<file path="src/rtl/aes_key_sched_ctrl.sv">
// aes_key_sched_ctrl
//   Sequences an external pipelined AES-128 key expander and keeps the
//   resulting round keys in a local bank. The bank is read by round index.
//   A new key is latched, launched to the expander with a single pulse, and
//   the bank is filled when the expander's last-stage valid arrives.
//
// Ports
//   clk, reset              clock, asynchronous active-low reset
//   key_in/key_valid        key load request; key_ready says it is accepted
//   keys_valid              bank holds a complete schedule
//   rk_req/rk_idx           round-key read request (index 0..NUMS_OF_ROUND)
//   rk_out/rk_ack/rk_err    registered read response, 1-cycle latency
//   exp_key/exp_valid_in    key and launch pulse to the expander
//   exp_key_expan           expander round keys, round 1 in the LSBs
//   exp_valid_out           expander per-stage valids (only the last is used)
//   sched_err               watchdog expired
//
// Optional feature: define KEY_SCHED_TIMEOUT_EN to enable a watchdog on the
// WAIT state. Without it WAIT waits indefinitely and sched_err is tied 0.
module aes_key_sched_ctrl #(
    parameter int KEY_LEN       = 128,
    parameter int NUMS_OF_ROUND = 10,
    parameter int TIMEOUT_CYC   = 32
) (
    input  logic                             clk,
    input  logic                             reset,
    input  logic [KEY_LEN-1:0]               key_in,
    input  logic                             key_valid,
    output logic                             key_ready,
    output logic                             keys_valid,
    input  logic                             rk_req,
    input  logic [3:0]                       rk_idx,
    output logic [KEY_LEN-1:0]               rk_out,
    output logic                             rk_ack,
    output logic                             rk_err,
    output logic [KEY_LEN-1:0]               exp_key,
    output logic                             exp_valid_in,
    input  logic [NUMS_OF_ROUND*KEY_LEN-1:0] exp_key_expan,
    input  logic [NUMS_OF_ROUND-1:0]         exp_valid_out,
    output logic                             sched_err
);

    typedef enum logic [1:0] {IDLE, LAUNCH, WAIT, READY} state_t;

    state_t state, state_nxt;
    logic   accept;
    logic   last_vld;
    logic   timeout;
    logic   idx_ok;

    logic [KEY_LEN-1:0] bank [0:NUMS_OF_ROUND];

    // Only the final pipeline stage matters; earlier stage valids are unused.
    logic unused_stage_vld;
    assign unused_stage_vld = ^exp_valid_out[NUMS_OF_ROUND-2:0];

    assign last_vld = exp_valid_out[NUMS_OF_ROUND-1];
    assign accept   = key_valid & key_ready;
    assign idx_ok   = (rk_idx <= 4'(NUMS_OF_ROUND));

`ifdef KEY_SCHED_TIMEOUT_EN
    localparam int CW = $clog2(TIMEOUT_CYC + 1);

    // wait_cnt = cycles elapsed since the launch cycle.
    logic [CW-1:0] wait_cnt;
    logic          sched_err_q;

    assign timeout   = (state == WAIT) && !last_vld && (wait_cnt == CW'(TIMEOUT_CYC - 1));
    assign sched_err = sched_err_q;

    always_ff @(posedge clk or negedge reset) begin
        if (!reset) begin
            wait_cnt    <= '0;
            sched_err_q <= 1'b0;
        end else begin
            if (state == LAUNCH)
                wait_cnt <= CW'(1);
            else if (state == WAIT)
                wait_cnt <= wait_cnt + CW'(1);
            // Sticky until the next key is accepted.
            if (accept)
                sched_err_q <= 1'b0;
            else if (timeout)
                sched_err_q <= 1'b1;
        end
    end
`else
    localparam int unused_timeout_cyc = TIMEOUT_CYC;
    assign timeout   = 1'b0;
    assign sched_err = 1'b0;
`endif

    always_ff @(posedge clk or negedge reset) begin
        if (!reset)
            state <= IDLE;
        else
            state <= state_nxt;
    end

    always_comb begin
        state_nxt    = state;
        key_ready    = 1'b0;
        keys_valid   = 1'b0;
        exp_valid_in = 1'b0;
        case (state)
            IDLE: begin
                key_ready = 1'b1;
                if (key_valid) state_nxt = LAUNCH;
            end
            LAUNCH: begin
                exp_valid_in = 1'b1;
                state_nxt    = WAIT;
            end
            WAIT: begin
                if (last_vld)     state_nxt = READY;
                else if (timeout) state_nxt = IDLE;
            end
            READY: begin
                key_ready  = 1'b1;
                keys_valid = 1'b1;
                if (key_valid) state_nxt = LAUNCH;
            end
            default: state_nxt = IDLE;
        endcase
    end

    // Key latch and bank fill. A last-stage valid outside WAIT is dropped.
    always_ff @(posedge clk or negedge reset) begin
        if (!reset) begin
            exp_key <= '0;
            for (int r = 0; r <= NUMS_OF_ROUND; r++) bank[r] <= '0;
        end else begin
            if (accept) begin
                exp_key <= key_in;
                bank[0] <= key_in;
            end
            if (state == WAIT && last_vld) begin
                for (int r = 1; r <= NUMS_OF_ROUND; r++)
                    bank[r] <= exp_key_expan[r*KEY_LEN-1 -: KEY_LEN];
            end
        end
    end

    // Read port. keys_valid is the current-cycle value, so a read issued in
    // the same cycle as a new-key accept still returns the old schedule.
    always_ff @(posedge clk or negedge reset) begin
        if (!reset) begin
            rk_out <= '0;
            rk_ack <= 1'b0;
            rk_err <= 1'b0;
        end else begin
            rk_ack <= rk_req;
            if (rk_req) begin
                if (keys_valid && idx_ok) begin
                    rk_out <= bank[rk_idx];
                    rk_err <= 1'b0;
                end else begin
                    rk_out <= '0;
                    rk_err <= 1'b1;
                end
            end else begin
                rk_err <= 1'b0;
            end
        end
    end

endmodule
</file>
<file path="config.mk">
export PLATFORM = sky130hd
export DESIGN_NAME = aes_key_sched_ctrl
export DESIGN_NICKNAME = d
export VERILOG_FILES = /design/src/rtl/aes_key_sched_ctrl.sv
export SDC_FILE = /design/constraint.sdc
export NUM_CORES = 2
export LEC_CHECK = 0
export CAP_MARGIN = 40
export CORE_AREA = 2 2 651 653
export CTS_CLUSTER_DIAMETER = 40
export DETAILED_ROUTE_END_ITERATION = 8
export DIE_AREA = 0 0 653 655
export GPL_ROUTABILITY_DRIVEN = 0
export PLACE_DENSITY = 0.38
export SLEW_MARGIN = 20
export SYNTH_ARGS = -nofsm -noshare
export SYNTH_HDL_FRONTEND = slang
export SYNTH_SLANG_ARGS = --single-unit
</file>
<file path="constraint.sdc">
create_clock -name clk -period 2.1 [get_ports clk]
set_input_delay 0.315 -clock clk [delete_from_list [all_inputs] [get_ports clk]]
set_output_delay 0.315 -clock clk [all_outputs]
set_load 0.02 [all_outputs]
</file>
==> run metrics <==
run status complete, but fails checks; violated checks setup timing; Die Wd 653 µm; final hold violation count 0; grt ovf 0; final setup fails 34; nets@finish 8950; CP max FO 3; PwrDens 1360 nW/µm²; initial antenna violation count 179; TritonCTS clock tree yes; Fin Clk Skew 62.1 ps; R2R Path End rk_out[94]$_DFFE_PN0P_; H-tree levels 5; gr usage total 16.9%; die height 655 µm; ys async rst share 100%; worst hold endpoint bank[400]$_DFFE_PN0P_; type of the worst min-delay path input port to flip-flop; Final Max Tran Viols 0; Peak VDD IR 0.742 mV; max-capacitance violation count 0; Setup TNS Final -649 ps; vias in the first global route 58700; Critical Path RT 1780 ps; total CTS buffers 364; pre-CTS WS -585 ps; CP Capture Type primary output; DR pass1 iterations 5; # port buffers 1677; I/O pins 1688; hold path start exp_key_expan[784]; Max clock buf depth 4; clk sinks 1540; post-synthesis cell type count 29; Pwr Total 162 mW; clk root buf clkbuf_16; unrepaired setup endpoints after global routing true; slew margin rel. 51.9%; CP Class flip-flop to primary output; Core Area 422000 µm²; ys flop type dfrtp_1; Synth-to-Final Area Change 75.2%; Syn Area/Cell 15.7 µm²; final WL 376000 µm; EDFF count, synth 0; drt drc 0; Vias 52800; Reg clk slew, reported paths 50 ps; Critical Path Source Type flip-flop; Routed Antenna Nets 0; largest net degree at the start of global routing 102; Final period util 105%; WHS Path Cells 2; Max Clock Freq 455 MHz; Reg2Reg Setup Slack -40 ps; initial drt markers 2387; R2R depth 10; clk_lat worst skew 940 ps; hold_ws 76.4 ps; first-pass GRT wire length 502000 µm; leak pwr 49.2 nW; sequential share of the synthesized area 56.7%; WP data arrival 1880 ps; Post-Syn Instances 4334; #FFs+latches synth 1540; Synthesis Warnings 0; Tmin final 2200 ps; Slew @ Worst Pin 718 ps; Reg2Reg Launch Point state[0]$_DFFE_PN0P_; vias per std cell 3.93; row cnt 239; Net Count, Synth 5764; area of the die 428000 µm²; mapped cell area 68000 µm²; routed len/inst 28.0 µm; Starting Density 16.1%; Detailed Place HPWL 298000 µm; share of layout cells above drive strength 1 38.8%; final worst slack -99.6 ps
[cell usage after synthesis, types with 2 or more instances]
| cell type | n | area (µm²) |
|---|---|---|
| a2bb2oi_1 | 127 | 1110 |
| buf_1 | 20 | 75.1 |
| o21ai_0 | 3 | 15.0 |
| a221o_1 | 127 | 1270 |
| nand3_1 | 3 | 15.0 |
| a21oi_1 | 4 | 20.0 |
| nand2_1 | 3 | 11.3 |
| a211oi_1 | 127 | 953 |
| inv_1 | 6 | 22.5 |
| clkbuf_1 | 103 | 387 |
| mux4_2 | 254 | 5720 |
| buf_2 | 183 | 916 |
| dfrtp_1 | 1540 | 38500 |
| ha_1 | 4 | 50.1 |
| buf_4 | 138 | 1040 |
| mux2i_1 | 131 | 1310 |
| nor2b_1 | 2 | 12.5 |
| nor2_1 | 130 | 488 |
| mux2_2 | 1409 | 15900 |
| buf_6 | 11 | 124 |
[cell type report]
type / instances / area (µm²)
Inverter: 6 / 30.0
Multi-Input combinational cell: 2332 / 27100
Tap cell: 5543 / 6940
Clock inverter: 193 / 2910
Antenna cell: 79 / 198
Clock buffer: 472 / 10200
Sequential cell: 1540 / 38600
Timing Repair Buffer: 3276 / 33200
Fill cell: 43100 / 302000
[stage by stage]
stage          util, %  area [µm²]  cells
2_1_floorplan        -       68000   4334
6_report          28.3      119000  13400
3_3_place_gp      22.2       93700  11500
5_1_grt           28.3      119000  13400
4_1_cts           28.1      119000  13300
3_5_place_dp      22.2       93700  11500
[worst max-delay path: stages, from the launching register on]
cell and delay (ps):
dfrtp_1 390, inv_2 70, ha_4 300, buf_6 110
buf_6 100
[registers in the layout, indices dropped and copies added, names as in the netlist]
signal and count:
bank 1408, rk_out 128, state 2, rk_ack 1
rk_err 1
[logic make-up (layout without fill, tap and decap cells)]
kind of cell,count (synthesis),count (layout),share of synthesized area (%)
fa+ha+maj,4,4,0.0736
flops,1540,1540,56.7
simple gates,140,140,0.795
other cells,1,80,0.00551
compound gates,393,393,5.02
buf+inv,462,3947,3.78
mux,1794,1794,33.7
[routing by layer]
layer  routed length [µm]  track usage [%]  vias to the layer above
li1                     -                -                    22800
met1               147000             19.3                    27600
met2               198000             31.2                     1690
met3                20300             3.81                      627
met4                11300             4.72                       62
met5                  385                0                        -
[timing repair]
| item | CTS | global route |
|---|---|---|
| pin swaps | 2 | 2 |
| resized for setup | 821 | 51 |
| setup buffers | 24 | 7 |
| hold buffers | 1160 | 0 |
| hold endpoints to repair | 2314 | 0 |
| endpoints found under the setup margin | 314 | 106 |
| cloned | 1 | 8 |
[placed cells by master, fill, tap and decap left out, types with 21 or more instances in the layout]
| cell type | count |
|---|---|
| clkdlybuf4s15_1 | 31 |
| dlygate4sd3_1 | 1160 |
| a221o_1 | 127 |
| buf_6 | 22 |
| clkdlybuf4s15_2 | 88 |
| bufinv_16 | 47 |
| a211oi_1 | 105 |
| dfrtp_1 | 1464 |
| mux2i_1 | 131 |
| dlygate4sd2_1 | 31 |
| buf_12 | 118 |
| dfrtp_2 | 76 |
| clkinvlp_4 | 31 |
| mux4_2 | 254 |
| mux2_2 | 1409 |
| nor2_1 | 130 |
| clkbuf_8 | 64 |
| buf_4 | 319 |
| diode_2 | 79 |
| clkdlybuf4s50_1 | 1412 |
| a2bb2oi_1 | 127 |
| clkinv_2 | 59 |
| clkbuf_16 | 373 |
| clkbuf_1 | 43 |
| a211oi_2 | 21 |
| buf_2 | 69 |
[power by group]
| part | internal [mW] | leakage (nW) | switching [mW] |
|---|---|---|---|
| logic | 27.3 | 24.4 | 19.8 |
| registers | 44.6 | 18.5 | 10.8 |
| clock network | 40.1 | 6.32 | 19.9 |
[worst max path at each step]
stage,start,to,slack (ps),cells past startpoint
6_report,state[0]$_DFFE_PN0P_,key_ready,-100,4
5_1_grt,state[0]$_DFFE_PN0P_,key_ready,-220,4
4_1_cts,state[0]$_DFFE_PN0P_,key_ready,-260,4
3_5_place_dp,rk_idx[1],rk_out[5]$_DFFE_PN0P_,-580,8
3_3_place_gp,rk_idx[1],rk_out[5]$_DFFE_PN0P_,-640,8
2_1_floorplan,state[0]$_DFFE_PN0P_,bank[1280]$_DFFE_PN0P_,60,6
No activity file was read; power rests on OpenSTA's default activity.
